==> config.mk <==
export PLATFORM = sky130hd
export DESIGN_NAME = sgpr_wr_port_arbiter
export DESIGN_NICKNAME = d
export VERILOG_FILES = /design/src/rtl/sgpr_wr_port_arbiter_pkg.sv /design/src/rtl/sgpr_rr_pick.sv /design/src/rtl/sgpr_wr_port_arbiter.sv
export SDC_FILE = /design/constraint.sdc
export NUM_CORES = 1
export LEC_CHECK = 0
export BUFFER_PORTS_ARGS = -buffer_cell sky130_fd_sc_hd__buf_4
export CAP_MARGIN = 5
export CORE_ASPECT_RATIO = 1.5
export CORE_MARGIN = 8
export CORE_UTILIZATION = 35
export DETAILED_ROUTE_END_ITERATION = 8
export REMOVE_ABC_BUFFERS = 1
export SYNTH_ARGS = -nofsm -noshare
export SYNTH_HDL_FRONTEND = slang
export SYNTH_SLANG_ARGS = --single-unit
==> constraint.sdc <==
create_clock -name clk -period 8.2 [get_ports clk]
set_input_delay 2.05 -clock clk [delete_from_list [all_inputs] [get_ports clk]]
set_output_delay 2.05 -clock clk [all_outputs]
set_load 0.01 [all_outputs]
==> src/rtl/sgpr_wr_port_arbiter_pkg.sv <==
// Shared constants and types for the SGPR write-port arbiter and its round-robin picker.
package sgpr_wr_port_arbiter_pkg;

  localparam int NUM_SGPR_WR_PORTS = 10;
  localparam int SGPR_WR_SEL_W     = 16;
  localparam int SGPR_PORT_SALU    = 9;
  localparam int SGPR_BEAT_W       = 2;
  localparam int SGPR_PTR_W        = 4;

  typedef enum logic {
    ST_IDLE  = 1'b0,
    ST_GRANT = 1'b1
  } sgpr_arb_state_e;

  function automatic logic [SGPR_PTR_W-1:0] sgpr_next_port(input logic [SGPR_PTR_W-1:0] p);
    return (p == SGPR_PTR_W'(NUM_SGPR_WR_PORTS - 1)) ? '0 : p + SGPR_PTR_W'(1);
  endfunction

endpackage

==> src/rtl/sgpr_rr_pick.sv <==
// Combinational rotate-priority encoder: optional fixed-priority port, else first
// requester at or above rr_ptr_i, wrapping from N-1 back to 0.
module sgpr_rr_pick #(
  parameter int N         = 10,
  parameter int PTR_W     = 4,
  parameter int PRIO_PORT = 9
) (
  input  logic [N-1:0]     req_i,
  input  logic [PTR_W-1:0] rr_ptr_i,
  input  logic             prio_en_i,
  output logic [PTR_W-1:0] winner_o,
  output logic             valid_o
);

  always_comb begin
    int               sum;
    logic [PTR_W-1:0] idx;
    winner_o = '0;
    valid_o  = 1'b0;
    sum      = 0;
    idx      = '0;
    if (prio_en_i && req_i[PRIO_PORT]) begin
      winner_o = PTR_W'(PRIO_PORT);
      valid_o  = 1'b1;
    end else begin
      for (int k = 0; k < N; k++) begin
        sum = int'(rr_ptr_i) + k;
        if (sum >= N) sum = sum - N;
        idx = PTR_W'(sum);
        if (!valid_o && req_i[idx]) begin
          winner_o = idx;
          valid_o  = 1'b1;
        end
      end
    end
  end

endmodule

==> src/rtl/sgpr_wr_port_arbiter.sv <==
// Round-robin arbiter (optional SALU strict priority) driving the one-hot SGPR write-port
// select; holds each grant for a latched beat count and re-arbitrates back-to-back.
module sgpr_wr_port_arbiter
  import sgpr_wr_port_arbiter_pkg::*;
#(
  parameter int NUM_PORTS = NUM_SGPR_WR_PORTS,
  parameter int SEL_W     = SGPR_WR_SEL_W,
  parameter int BEAT_W    = SGPR_BEAT_W
) (
  input  logic                        clk,
  input  logic                        rst_n,
  input  logic [NUM_PORTS-1:0]        req,
  input  logic [NUM_PORTS*BEAT_W-1:0] req_beats,
  input  logic                        salu_prio_en,
  output logic [SEL_W-1:0]            wr_port_select,
  output logic [NUM_PORTS-1:0]        grant_ack,
  output logic [NUM_PORTS-1:0]        grant_done,
  output logic                        drop_err,
  output logic                        busy
);

  localparam int PTR_W = SGPR_PTR_W;

  sgpr_arb_state_e      state_q, state_d;
  logic [PTR_W-1:0]     owner_q, owner_d, rr_q, rr_d;
  logic [BEAT_W-1:0]    beat_q, beat_d;
  logic [SEL_W-1:0]     sel_q, sel_d;
  logic [NUM_PORTS-1:0] done_q, done_d;
  logic                 drop_q, drop_d;

  logic [PTR_W-1:0]     owner_nxt, pick_ptr, pick_win;
  logic [NUM_PORTS-1:0] pick_req;
  logic                 pick_vld;
  logic [BEAT_W-1:0]    beats_arr [NUM_PORTS];

  always_comb begin
    for (int i = 0; i < NUM_PORTS; i++) beats_arr[i] = req_beats[i*BEAT_W +: BEAT_W];
  end

  // On the last beat the owner is masked out and the search starts just past it,
  // which is exactly the rr_ptr value being written this cycle.
  assign owner_nxt = sgpr_next_port(owner_q);
  assign pick_req  = (state_q == ST_GRANT) ? (req & ~(NUM_PORTS'(1) << owner_q)) : req;
  assign pick_ptr  = (state_q == ST_GRANT) ? owner_nxt : rr_q;

  sgpr_rr_pick #(
    .N         (NUM_PORTS),
    .PTR_W     (PTR_W),
    .PRIO_PORT (SGPR_PORT_SALU)
  ) u_pick (
    .req_i     (pick_req),
    .rr_ptr_i  (pick_ptr),
    .prio_en_i (salu_prio_en),
    .winner_o  (pick_win),
    .valid_o   (pick_vld)
  );

  always_ff @(posedge clk or negedge rst_n) begin
    if (!rst_n) begin
      state_q <= ST_IDLE;
      owner_q <= '0;
      rr_q    <= '0;
      beat_q  <= '0;
      sel_q   <= '0;
      done_q  <= '0;
      drop_q  <= 1'b0;
    end else begin
      state_q <= state_d;
      owner_q <= owner_d;
      rr_q    <= rr_d;
      beat_q  <= beat_d;
      sel_q   <= sel_d;
      done_q  <= done_d;
      drop_q  <= drop_d;
    end
  end

  always_comb begin
    state_d = state_q;
    owner_d = owner_q;
    rr_d    = rr_q;
    beat_d  = beat_q;
    drop_d  = 1'b0;
    unique case (state_q)
      ST_IDLE: begin
        if (pick_vld) begin
          state_d = ST_GRANT;
          owner_d = pick_win;
          beat_d  = beats_arr[pick_win];
        end
      end
      ST_GRANT: begin
        if (beat_q != '0) begin
          if (!req[owner_q]) begin
            state_d = ST_IDLE;
            drop_d  = 1'b1;
            rr_d    = owner_nxt;
          end else begin
            beat_d = beat_q - BEAT_W'(1);
          end
        end else begin
          rr_d = owner_nxt;
          if (pick_vld) begin
            owner_d = pick_win;
            beat_d  = beats_arr[pick_win];
          end else begin
            state_d = ST_IDLE;
          end
        end
      end
      default: state_d = ST_IDLE;
    endcase
  end

  // Done is registered so it lands on the same cycle the final beat is visible.
  always_comb begin
    sel_d  = '0;
    done_d = '0;
    if (state_d == ST_GRANT) begin
      sel_d = SEL_W'(1) << owner_d;
      if (beat_d == '0) done_d = NUM_PORTS'(1) << owner_d;
    end
  end

  assign wr_port_select = sel_q;
  assign grant_ack      = sel_q[NUM_PORTS-1:0];
  assign grant_done     = done_q;
  assign drop_err       = drop_q;
  assign busy           = (state_q == ST_GRANT);

endmodule

# Yosys cells after proc, flatten, opt, wreduce, memory -nomap -nowiden
# Index checks and enable logic that the tools add are counted.
op_classes:
  n_mux: 98
  n_bitwise: 4
  n_lt_le_gt_ge: 22
  n_reduce_logical: 22
  n_eq_ne: 2
  n_shift: 3
  addsub: 21
  div_mod_pow: 0
  n_mul: 0
ops:
  columns: ["operator", "n"]
  rows:
  - ["4-bit 2-to-1 mux", 37]
  - ["4-bit by 5-bit < comparator with 1-bit output, second input constant", 11]
  - ["5-bit by 4-bit greater-or-equal comparator with 1-bit output, second input constant", 9]
  - ["1-bit binary-select mux with 4-bit select", 11]
  - ["4-bit subtractor, second input constant", 10]
  - ["1-bit 2-to-1 mux", 37]
  - ["10-bit 2-to-1 mux", 3]
  - ["4-bit by 3-bit adder with 5-bit output, second input constant", 4]
  - ["1-bit by 4-bit << shifter with 10-bit output, first input constant", 2]
  - ["16-bit 2-to-1 mux", 1]
  - ["1-bit by 4-bit << shifter with 16-bit output, first input constant", 1]
  - ["4-bit by 2-bit adder with 5-bit output, second input constant", 2]
  - ["4-bit by 4-bit adder with 5-bit output, second input constant", 2]
  - ["10-bit AND", 1]
  - ["1-bit logical AND", 10]
  - ["2-bit 2-to-1 mux", 5]
  - ["10-bit inverter", 1]
  - ["1-bit zero test", 9]
  - ["2-bit binary-select mux with 4-bit select", 1]
  - ["4-bit one-hot mux with 2 select lines", 1]
  - ["4-bit by 1-bit adder with 5-bit output, second input constant", 1]
  - ["5-bit greater-or-equal comparator, second input constant", 1]
  - ["4-bit inverter with 5-bit output", 1]
  - ["4-bit by 1-bit adder with 4-bit output, second input constant", 1]
  - ["10 further kinds", 10]
totals:
  memories: 0
  mem_bits_rw: 0
  latchBits: 0
  regBits: 38
  output_inout_bits: 38
  rom_bits: 0

# Depth between registers and ports, before layout
logic_depth:
  ltp_word: 56
  mapped_depth: 28
  ltp_nobuf: 24

# Modules after synthesis
# From an unflattened synthesis, not the netlist that was laid out.
unflattened:
  cells_unflattened: 570
  area_unflattened_um2: 4803.4
modules_own_cells:
  columns: ["module", "instances", "cells_each", "seq_area_each_um2", "area_per_inst_um2"]
  rows:
  - ["sgpr_rr_pick", 1, 364, 0.0, 2608.8]
  - ["sgpr_wr_port_arbiter", 1, 206, 950.9, 2194.6]

# Least setup slack after synthesis
# OpenSTA, ideal clock, no wires.
synth_timing:
  path_type: "register to register"
  startpoint: "register state_q, in the netlist busy"
  endpoint: "register done_q[8], in the netlist grant_done[8]"
  required_ps: 8095
  stages_incl_launch_ff: 27
  n_path_buf: 8
  t_arrival_ps: 6859
  path_slack_ps: 1236
  setup_time_ps: 105
  cell_sequence: "dfrtp_1 -> buf_2 -> buf_2 -> nor2_1 -> or2_2 -> clkbuf_1 -> ha_1 -> clkbuf_1 -> inv_1 -> clkbuf_1 -> ha_1 -> clkbuf_1 -> o311ai_0 -> o31a_1 -> or4_4 -> and2_4 -> a2111oi_1 -> or3_1 -> nor4b_4 -> nand3_1 -> a311oi_4 -> buf_6 -> mux2_2 -> nand2_1 -> o211ai_1 -> buf_4 -> nor4b_1"
synth_via:
  elab_chain_cells: 54
synth_rtl:
  columns: ["item", "line", "source"]
  rows:
  - ["start, declared", "sgpr_wr_port_arbiter.sv:24", "sgpr_arb_state_e state_q, state_d;"]
  - ["start signal, assigned", "sgpr_wr_port_arbiter.sv:68", "state_q <= state_d;"]
  - ["parallel branches: the longest is 53 deep, another holds 4-bit by 1-bit adder with 5-bit output", null, null]
  - ["10-bit 2-to-1 mux (*)", "sgpr_wr_port_arbiter.sv:119", "if (state_d == ST_GRANT) begin"]
  - ["named net done_d[8]", "sgpr_wr_port_arbiter.sv:28", "logic [NUM_PORTS-1:0] done_q, done_d;"]
  - ["end signal, assigned", "sgpr_wr_port_arbiter.sv:73", "done_q <= done_d;"]
  - ["end, declared", "sgpr_wr_port_arbiter.sv:28", null]
# Mark *: on every way through the listed nets, which the timed path passes. The select of a mux whose other input is x is not followed.
# A chain may end at the register's enable or synchronous reset.

# Worst setup path after layout
layout_timing:
  startpoint: "register owner_q[1]"
  endpoint: "register done_q[6], in the netlist grant_done[6]"
layout_via:
  elab_chain_cells: 56
layout_rtl:
  columns: ["item", "line", "source"]
  rows:
  - ["start, declared", "sgpr_wr_port_arbiter.sv:25", "logic [PTR_W-1:0] owner_q, owner_d, rr_q, rr_d;"]
  - ["start signal, assigned", "sgpr_wr_port_arbiter.sv:69", "owner_q <= owner_d;"]
  - ["parallel branches: the longest is 55 deep, another holds 4-bit by 1-bit adder with 5-bit output", null, null]
  - ["10-bit 2-to-1 mux (*)", "sgpr_wr_port_arbiter.sv:119", null]
  - ["named net done_d[6]", "sgpr_wr_port_arbiter.sv:28", null]
# Marks and branches as above.

==> qor.txt <==
Top FF cell, synth: dfrtp_1
Post-synth top cells: 50 x nor2_1, 43 x nand2_1, 38 x dfrtp_1
Final Util: 41.10%
CTS root buffer: clkbuf_16
Slowest cell on the critical path: o31ai_1
Synth-to-layout area growth: 15.79%
DR pass1 iterations: 5
Critical setup path kind: register to register
Period utilisation layout: 93.29%
Maximum clock rate: 130.7 MHz
Post-synth top area cell: dfrtp_1
Sequential-to-total area share from yosys stat: 17.94%
Data required, critical path: 8.37 ns
Final Hold Violating Endpoints: 0
CP max FO: 17
Post-layout min period: 7.650 ns
Io pins: 71
Initial drt markers: 469
CTS hold repair buffers: 0
Synth Warn #: 0
Number of max-cap violations: 0
Setup violations, final: 0
Post-synth EDFFs: 0
Status: finished clean
H-Tree Level Count: 2
RSZ-0062 raised after global routing: false
Die area: 0.01942 mm^2
Routability cong.: 1.034
Synthesized area: 0.005300 mm^2
Vias in the first global route: 5870
Clock transition at path regs: 0.06 ns
Initial antenna violation count: 0
Residual DRC: 0
Post-cts sizing count: 0
Longest Clk Path Bufs: 2
Number of antenna-violating nets in the routed design: 0
Worst slew margin: 37.65%
Fill cells: 1557
Port bufs: 70
Number of cells produced by synthesis: 656
Final Net Count: 772
Final worst slack: 0.5505 ns
Core area: 0.01493 mm^2
Cell types occupying the most area after synthesis: dfrtp_1 18%, ha_1 5.9%, mux2i_1 5.7%
Async SR Flop Fraction: 100.0%
Post-DP HPWL: 17630 um
CTS buffer count: 5
CP cell instances: and2b_4 -> a211oi_4 -> or2_2 -> inv_2 -> ha_1 -> xnor2_1 -> inv_1 -> ha_1 -> o311ai_0 -> o31a_1 -> o31ai_1 -> a21oi_1 -> a2111oi_1 -> or3_1 -> nor4b_4 -> nand3_1 -> a311oi_4 -> buf_4 -> mux2i_1 -> mux2_2 -> a21oi_4 -> nor4_1
Hold slack: 0.4858 ns
Largest net degree at the start of global routing: 39
Starting density of the core: 35.49%
Die W: 116.5 um
Synth cell types: 102
Rows: 55
Synthesized area per cell: 8.079 um^2
CP peak stage delay: 0.72 ns
WP data arrival: 7.81 ns
Clock Sink Count: 38
Worst Hold Class: register to register
Die Y: 166.7 um
CTS tree: done
Total gr overflow: 0
First-pass GRT wire length: 34240 um
Cell mode on critical path: ha_1
Post-CTS Setup Repair Bufs: 0
Total number of vias: 5722
#FFs+latches synth: 38
Routed WL: 21940 um
Fin Setup TNS: 0 ns
Share of cells above drive strength 1: 21.57%
Least-Margin Pin Slew: 0.9232 ns
Top cell type's share of synthesized area: 17.94%
Via/cell ratio: 6.267
Wire length per cell: 24.04 um
Clock Latency Late Sink: 0.29 ns
Crit. End Element: register
Setup WS pre-CTS: 0.5324 ns
GRT Total Usage: 23.00%
Count leader, synth: nor2_1
CP Launch Type: register
Antenna diodes: 0
Final Max Tran Viols: 0
Clk_skew: 0.005533 ns
-- path summary, 6_finish.rpt --
| path | from | endpoint | slack (ns) | depth (start not counted) |
|---|---|---|---|---|
| max reg2reg | owner_q[1] | grant_done[6] | 0.55 | 22 |
| min | rr_q[3] | rr_q[3] | 0.49 | 1 |
| max in group asynchronous | rst_n | wr_port_select[12] | 6.15 | 1 |
| min in group asynchronous | rst_n | grant_done[2] | 1.72 | 1 |
| min reg2reg | rr_q[3] | rr_q[3] | 0.49 | 1 |
| max | owner_q[1] | grant_done[6] | 0.55 | 22 |
-- worst max-delay path, delay by kind of cell (launching register included) --
kind,cells,cell delay [ns]
flip-flops,1,0.67
adder cells (fa/ha/maj),2,0.65
XOR/XNOR,1,0.22
AND/OR/NAND/NOR,6,1.76
multiplexers,2,0.43
AO/OA/AOI/OAI,8,3.14
buffers and inverters,3,0.61
-- metal layers --
metal  part of all wire (%)  vias to the layer above  global-route usage [%]
met2                     51                      255                   39.40
met3                    5.4                       73                   3.222
met5                      0                        -                       0
met1                     36                     2770                   24.70
met4                    8.4                        0                   17.39
li1                       -                     2624                       -
-- registers in the layout (all words and copies together) (netlist names) --
register and cells:
wr_port_select 16, grant_done 10, owner_q 4, rr_q 4, beat_q 2, busy 1
drop_err 1
-- cell usage in the layout, fill, tap and decap left out, drive strengths merged, types with 7 or more instances in the layout --
master  Yosys  routed
a211oi      9       9
a21boi      7       7
a21oi      31      31
a311oi      7       7
a31oi      11      11
buf        28      86
dfrtp      38      38
ha         25      25
inv        32      32
mux2       16      16
mux2i      30      30
nand2      43      43
nand2b     14      14
nand3      28      28
nor2       51      51
nor3       25      25
nor4       11      11
nor4b       9       9
o21a        8       8
o21ai      32      32
o22ai       9       9
o31ai      10      10
or2        11      11
xnor2      12      12
-- cell type report --
cell class                      count  area (um^2)  share of cell area (%)
Inverter                           32        120.1                   1.957
Timing Repair Buffer               86        645.6                   10.52
Clock inverter                      2        12.51                  0.2039
Tap cell                          199        249.0                   4.057
Sequential cell                    38        950.9                   15.49
Clock buffer                        6        138.9                   2.263
Multi-Input combinational cell    550         4020                   65.50
-- cell families (layout without fill, tap and decap cells) --
group | count (synthesis) | in the layout | share of synthesized area, %
AOI/OAI and AO/OA | 212 | 212 | 30.03
adders and majority gates | 26 | 26 | 6.280
and+or+nand+nor | 242 | 242 | 25.90
buffers and inverters | 73 | 126 | 6.563
muxes | 50 | 50 | 10.76
xor gates and xnor gates | 14 | 14 | 2.455
other | 1 | 6 | 0.07075
DFF | 38 | 38 | 17.94
-- through the flow --
| step | instances | cell area, um^2 |
|---|---|---|
| final | 913 | 6137 |
| after global routing | 913 | 6137 |
| after CTS | 912 | 6130 |
| after detailed placement | 904 | 5978 |
| after global placement | 904 | 5978 |
| after floorplan | 620 | 5091 |
Power is left out: the tool's default activity adds up to more than one toggle a clock period on the data nets, which glitch-free logic cannot reach.
